==> config.mk <==
export PLATFORM = sky130hd
export DESIGN_NAME = fetch_unit
export DESIGN_NICKNAME = d
export VERILOG_FILES = /design/src/rtl/fetch_unit.sv
export SDC_FILE = /design/constraint.sdc
export NUM_CORES = 1
export LEC_CHECK = 0
export BUFFER_PORTS_ARGS = -buffer_cell sky130_fd_sc_hd__buf_2
export CAP_MARGIN = 5
export CORE_ASPECT_RATIO = 1.75
export CORE_MARGIN = 4
export CORE_UTILIZATION = 45
export CTS_BUF_LIST = sky130_fd_sc_hd__clkbuf_16
export DETAILED_ROUTE_END_ITERATION = 8
export PLACE_DENSITY = 0.85
export SYNTH_ARGS = -nofsm -noshare
export SYNTH_HDL_FRONTEND = slang
export SYNTH_SLANG_ARGS = --single-unit
==> constraint.sdc <==
create_clock -name clock -period 2.5 [get_ports clock]
set_input_delay 0.5 -clock clock [delete_from_list [all_inputs] [get_ports clock]]
set_output_delay 0.5 -clock clock [all_outputs]
set_load 0.01 [all_outputs]
==> src/rtl/fetch_unit.sv <==
// Instruction-fetch stage of the multicycle MIPS datapath.
// Owns PC and IR. Runs a fixed-latency memory read on request and applies
// control-unit PC loads (branch/jump) while idle.
module fetch_unit #(
    parameter int unsigned         DATA_W      = 32,
    parameter int unsigned         MEM_LATENCY = 2,
    parameter logic [DATA_W-1:0]   RESET_PC    = '0
) (
    input  logic              clock,
    input  logic              reset,
    input  logic              fetch_start,
    input  logic              pc_write,
    input  logic              pc_write_cond,
    input  logic              zero,
    input  logic [1:0]        pc_source,
    input  logic [DATA_W-1:0] alu_result,
    input  logic [DATA_W-1:0] alu_out,
    input  logic [DATA_W-1:0] mem_rdata,
    output logic [DATA_W-1:0] mem_addr,
    output logic              mem_rd,
    output logic              busy,
    output logic              fetch_done,
    output logic [DATA_W-1:0] pc,
    output logic [DATA_W-1:0] pc_plus4,
    output logic [DATA_W-1:0] ir,
    output logic [5:0]        opcode,
    output logic [4:0]        rs,
    output logic [4:0]        rt,
    output logic [4:0]        rd,
    output logic [4:0]        shamt,
    output logic [5:0]        funct,
    output logic [15:0]       imm,
    output logic [1:0]        fsm_state
);

    // Wait counter only needs to reach MEM_LATENCY-2 (max 5 for latency 7).
    localparam int unsigned       CNT_W     = 3;
    localparam logic [CNT_W-1:0]  WAIT_INIT = CNT_W'((MEM_LATENCY >= 2) ? (MEM_LATENCY - 2) : 0);
    localparam logic [DATA_W-1:0] PC_STEP   = DATA_W'(4);

    typedef enum logic [1:0] {
        S_IDLE    = 2'd0,
        S_REQ     = 2'd1,
        S_WAIT    = 2'd2,
        S_CAPTURE = 2'd3
    } state_e;

    state_e             state_q, state_d;
    logic [CNT_W-1:0]   cnt_q, cnt_d;
    logic [DATA_W-1:0]  pc_q, pc_d;
    logic [DATA_W-1:0]  ir_q, ir_d;
    logic               done_q, done_d;

    logic               pc_load_en_c;
    logic [DATA_W-1:0]  pc_load_val_c;
    logic [DATA_W-1:0]  pc_inc_c;
    logic [DATA_W-1:0]  jump_target_c;

    // PC increment wraps modulo 2^DATA_W.
    assign pc_inc_c      = pc_q + PC_STEP;
    assign jump_target_c = {pc_q[DATA_W-1:28], ir_q[25:0], 2'b00};

    // Branch/jump load qualifier; only honoured in IDLE.
    assign pc_load_en_c = (state_q == S_IDLE) && (pc_write || (pc_write_cond && zero));

    // PC load source select; source 11 keeps the current PC.
    always_comb begin
        pc_load_val_c = pc_q;
        unique case (pc_source)
            2'b00:   pc_load_val_c = alu_result;
            2'b01:   pc_load_val_c = alu_out;
            2'b10:   pc_load_val_c = jump_target_c;
            default: pc_load_val_c = pc_q;
        endcase
    end

    // Next-state, PC/IR update and completion pulse.
    always_comb begin
        state_d = state_q;
        cnt_d   = cnt_q;
        pc_d    = pc_q;
        ir_d    = ir_q;
        done_d  = 1'b0;

        unique case (state_q)
            S_IDLE: begin
                if (pc_load_en_c) begin
                    pc_d = pc_load_val_c;
                end
                if (fetch_start) begin
                    state_d = S_REQ;
                end
            end
            S_REQ: begin
                if (MEM_LATENCY <= 1) begin
                    state_d = S_CAPTURE;
                end else begin
                    state_d = S_WAIT;
                    cnt_d   = WAIT_INIT;
                end
            end
            S_WAIT: begin
                if (cnt_q == '0) begin
                    state_d = S_CAPTURE;
                end else begin
                    cnt_d = cnt_q - CNT_W'(1);
                end
            end
            S_CAPTURE: begin
                ir_d    = mem_rdata;
                pc_d    = pc_inc_c;
                done_d  = 1'b1;
                state_d = S_IDLE;
            end
            default: begin
                state_d = S_IDLE;
            end
        endcase
    end

    // State and datapath registers; reset aborts any fetch in flight.
    always_ff @(posedge clock or posedge reset) begin
        if (reset) begin
            state_q <= S_IDLE;
            cnt_q   <= '0;
            pc_q    <= RESET_PC;
            ir_q    <= '0;
            done_q  <= 1'b0;
        end else begin
            state_q <= state_d;
            cnt_q   <= cnt_d;
            pc_q    <= pc_d;
            ir_q    <= ir_d;
            done_q  <= done_d;
        end
    end

    // Status outputs decoded straight from the state register.
    assign mem_rd     = (state_q == S_REQ);
    assign busy       = (state_q != S_IDLE);
    assign mem_addr   = pc_q;
    assign fetch_done = done_q;
    assign fsm_state  = state_q;

    // Architectural state and instruction field decode.
    assign pc       = pc_q;
    assign pc_plus4 = pc_inc_c;
    assign ir       = ir_q;
    assign opcode   = ir_q[31:26];
    assign rs       = ir_q[25:21];
    assign rt       = ir_q[20:16];
    assign rd       = ir_q[15:11];
    assign shamt    = ir_q[10:6];
    assign funct    = ir_q[5:0];
    assign imm      = ir_q[15:0];

endmodule

After elaboration in Yosys (flattened, before gate mapping)
Index checks and enable logic that the tools add are counted.
- reductions and logical operators: 13
- equality and inequality tests: 12
- $add $sub $neg: 2
- mux-type cells: 9
- operator list (kind ; number):
    32-bit one-hot mux with 3 select lines ; 1
    32-bit one-hot mux with 2 select lines ; 1
    32-bit by 3-bit adder with 32-bit output (second input constant) ; 1
    32-bit 2-to-1 mux ; 1
    2-bit != test (second input constant) ; 5
    2-bit one-hot mux with 4 select lines ; 1
    2-bit == test (second input constant) ; 3
    3-bit one-hot mux with 2 select lines ; 1
    2-bit nonzero test ; 3
    2-bit by 1-bit == test with 1-bit output (second input constant) ; 2
    2-bit logical NOT ; 2
    2-bit 2-to-1 mux ; 2
    4-bit by 1-bit != test with 1-bit output (second input constant) ; 1
    2-bit AND reduction ; 2
    4-bit AND reduction ; 1
    3-bit logical NOT ; 1
    3-bit 2-to-1 mux ; 1
    3-bit by 1-bit != test with 1-bit output (second input constant) ; 1
    3-bit AND reduction ; 1
    3-bit by 1-bit subtractor with 3-bit output (second input constant) ; 1
    1-bit logical AND ; 2
    1-bit logical OR ; 1
    1-bit 2-to-1 mux ; 1
- bits of input ports: 104
- output and inout port bits: 181
- word-level logic and storage cells: 42
- register bits: 70

Depth between registers and ports, before layout
- word-level depth: 5
- depth in mapped cells: 9
- depth with buffers taken out: 7

Worst setup path before layout
Ideal clock, no wire load.
- kind: reg-to-output
- start point: reg pc_q[2], in the netlist mem_addr[2]
- end point: out pc_plus4[20]
- path buffers: 1
- arrival time: 1.758 ns
- setup slack: 0.242 ns
- data required time: 2.000 ns
- cell stages (with the launch flop): 7
- cell sequence: dfrtp_1 -> ha_1 -> nand3_1 -> nor3_1 -> buf_2 -> and3_1 -> xor2_1
- word-level cells in the longest chain between the ends: 1
- RTL lines (what ; RTL line ; RTL):
    start: declaration ; 50 ; logic [DATA_W-1:0] pc_q, pc_d;
    start signal: assignment ; 132 ; pc_q <= pc_d;
    32-bit by 3-bit adder with 32-bit output ; 60 ; assign pc_inc_c = pc_q + PC_STEP;
    end: declaration ; 24 ; output logic [DATA_W-1:0] pc_plus4,
No other way between the ends.

Worst setup path after layout
- start point: reg pc_q[3], in the netlist mem_addr[3]
- end point: out pc_plus4[28]
The elaborated chain is that of the path after synthesis.

==> results.yml <==
timing:
  finish_stage_setup_viols: 0
  post-route-period-util_pct: 99.0
  fin_crit_ns: 2.48
  final_max_slew_viol_count: 0
  slew-limit-headroom_pct: 52.7
  timing.clock.skew_ns: 0.00603
  pin_slew_with_the_least_headroom_to_its_limit_ns: 0.708
  grt_setup_unrepaired: "true"
  final_count_of_hold_timing_violations: 0
  max_clock_freq_ghz: 0.404
global_routing:
  gr-usage-met1_pct: 31.9
  grt_max_degree: 45
  global_route.usage.total_pct: 25.4
  met2_usage_pct: 41.1
  number_of_global_route_vias_before_repair: 4862
  gr-total-overflow: 0
  grt-busiest-layer: "met2"
  global_route_wire_length_before_repair_um: 25700
  number_of_antenna_violations_at_the_first_check_in_global_routing: 0
  gr-usage-met3_pct: 4.21
clocking:
  cts_buffer_depth: 2
  tritoncts_sink_count: 70
  worst_setup_hold_path_clk_slew_ns: 0.06
  tritoncts: "done"
  cts_inserted_buffers: 9
  htree_num_levels: 3
  worst_skew_pair.late_latency_ns: 0.33
  cts_hold_buffers: 0
  clockRootBuffer: "clkbuf_16"
critical_path:
  cp-end-kind: "output pin"
  critPathMaxFanout: 5
  critical_path_required_time_ns: 2.00
  setup.worst_path.start_class: "register"
  setup.worst_path.class: "register to output pin"
  arrival_ns: 1.98
yosys:
  synth.lib_cells_used.distinct: 40
  syn_area_um2: 5070
  post-synth-top-area-cell: "dfrtp_1"
  synthMostInstantiatedCell: "buf_4"
  netlist_top_cells_count: "buf_4, dfrtp_1, a21oi_1, nor2_1, mux2_2"
  syn_nets: 687
  synth_seq_cells: 70
  synth_cells: 572
  post_synth_main_area_contributors: "dfrtp_1, buf_4, mux2_2, a21oi_1, a22oi_1"
  synth.yosys.seq_area_share_pct: 34.5
  ys_dominant_reg_cell: "dfrtp_1"
  synth-edff-count: 0
  postSynthAreaPerCell_um2: 8.87
  synth_top_area_share_pct: 34.5
  yosysWarnings: 0
  synthArstFlopShare_pct: 100
routing:
  ratio_of_routed_vias_to_standard_cells: 5.62
  routedWlPerCell_um: 18.5
  totalWireLength_um: 17000
  detail_route.drc_violations: 0
  detailed_route_via_count: 5138
  drt-initial-drc-count: 326
  drtPass1Iterations: 5
  antenna_left: 0
power_and_ir_drop:
  leakage_power_nw: 3.23
  max_rail_drop_vdd_v: 0.000897
  pwr_density_cell_nw_per_um2: 1430
floorplanning:
  die_x_um: 88.3
  start_util_pct: 45.7
  core.rowCount: 51
  floorplan.die_area_um2: 13100
  core-area_um2: 11100
  floorplan.io_pins: 285
  chipHeight_um: 148
placed_design:
  dpl.hpwl_um: 13000
  routabilityCongestion: 0.951
  placement.cell_area_um2: 6130
  place.port_buffers: 284
  placed_cells_incl_taps: 892
final_layout:
  area_growth_syn_to_layout_pct: 28.5
  nFillCells: 994
  layoutNonFillerInstCount: 914
  area_of_all_placed_cells_without_fillers_um2: 6520
  finish.net_count: 892
  num_antenna_cells: 0
  utilization_pct: 58.7
  drive_gt1_share_pct: 50.5
flow_run:
  cap_viol_max_count: 0
worst_hold_path:
  hold_path_class: "primary input to asynchronous set/reset pin"
status:
  status: "completed"
-- path summary, 6_finish.rpt --
path | from | end | slack [ns] | cells after the start
min in group clock | mem_rdata[31] | ir[31] | 0.40 | 2
min reg2reg | cnt_q[1] | cnt_q[1] | 0.48 | 2
max reg2reg | fsm_state[1] | mem_addr[31] | 0.12 | 7
min | reset | ir[13] | 0.28 | 2
max | mem_addr[3] | pc_plus4[28] | 0.02 | 7
max in group asynchronous | reset | mem_addr[19] | 1.54 | 3
-- power by group --
part           total, mW  internal (mW)  switching [mW]
Sequential          2.56           1.73           0.827
Combinational       5.59           2.47            3.12
Clock               1.18          0.670           0.507
-- cell type report --
type	instances	area [µm²]	share of cell area, %
multi-input cells	365	2550	39.1
flip-flops and latches	70	1760	27.0
repair buffers	319	1720	26.4
clock buffers	9	225	3.45
well taps	132	165	2.53
clock inverters	7	50.0	0.768
inverters	12	45.0	0.691
-- timing repair --
item / 4_1_cts / 5_1_grt
pin swaps: 3 / 4
gates cloned: 0 / 0
hold endpoints to repair: 0 / 0
resized for setup: 11 / 9
buffers inserted: 4 / 2
setup endpoints to repair: 12 / 20
-- layout by cell type (no fill, tap or decap), types with 4 or more instances in the layout --
cell type	instances
mux2_2	34
inv_1	11
buf_2	284
nand3_1	26
a31oi_1	5
nor2b_1	6
and3_1	9
nand2b_1	4
a21oi_1	57
clkinvlp_4	5
nand4_1	12
dfrtp_1	62
a22oi_1	26
nor3_1	9
dfrtp_2	8
a211oi_1	5
xnor2_1	14
xor2_1	10
o22ai_1	20
clkbuf_16	9
nor2_1	42
nand2_1	22
o21ai_0	12
ha_1	8
buf_4	30
mux2i_1	15
-- worst max-delay path, stage by stage, from the launching register on --
cell,delay [ns]
dfrtp_1,0.37
ha_2,0.24
nand3_2,0.12
nor3_2,0.23
buf_4,0.16
nand4_1,0.18
xnor2_1,0.18
buf_2,0.15
-- through the flow --
step                setup WS (ns)  power, mW  setup TNS [ns]  hold WS, ns
floorplan                   0.232       6.45               0        0.450
global route              -0.0695       9.97          -0.515        0.333
detailed placement          0.162       8.04               0        0.474
global placement            0.162       7.90               0        0.463
CTS                        0.0143       9.30               0        0.300
finish                     0.0240       9.33               0        0.283
-- registers in the layout, indices dropped and copies added, names as in the netlist --
name and count:
ir 32, mem_addr 32, cnt_q 3, fsm_state 2
fetch_done 1
-- cell families (layout without fill, tap and decap cells) --
kind of cell             Yosys count  count (layout)  share of synthesized area, %
AND/OR/NAND/NOR                  145             145                          15.0
buffers and inverters            137             347                          16.6
AO/OA/AOI/OAI                    133             133                          16.0
flip-flops                        70              70                          34.5
multiplexers                      49              49                          10.5
XOR/XNOR                          27              27                          4.66
adder cells (fa/ha/maj)           11              11                          2.71
-- routing by layer --
layer  wire length [µm]  vias up
met5                  0        -
met4                776        0
li1                   -     2362
met3               1330       64
met1               6370     2397
met2               8470      315
(Power assumes the default switching activity.)
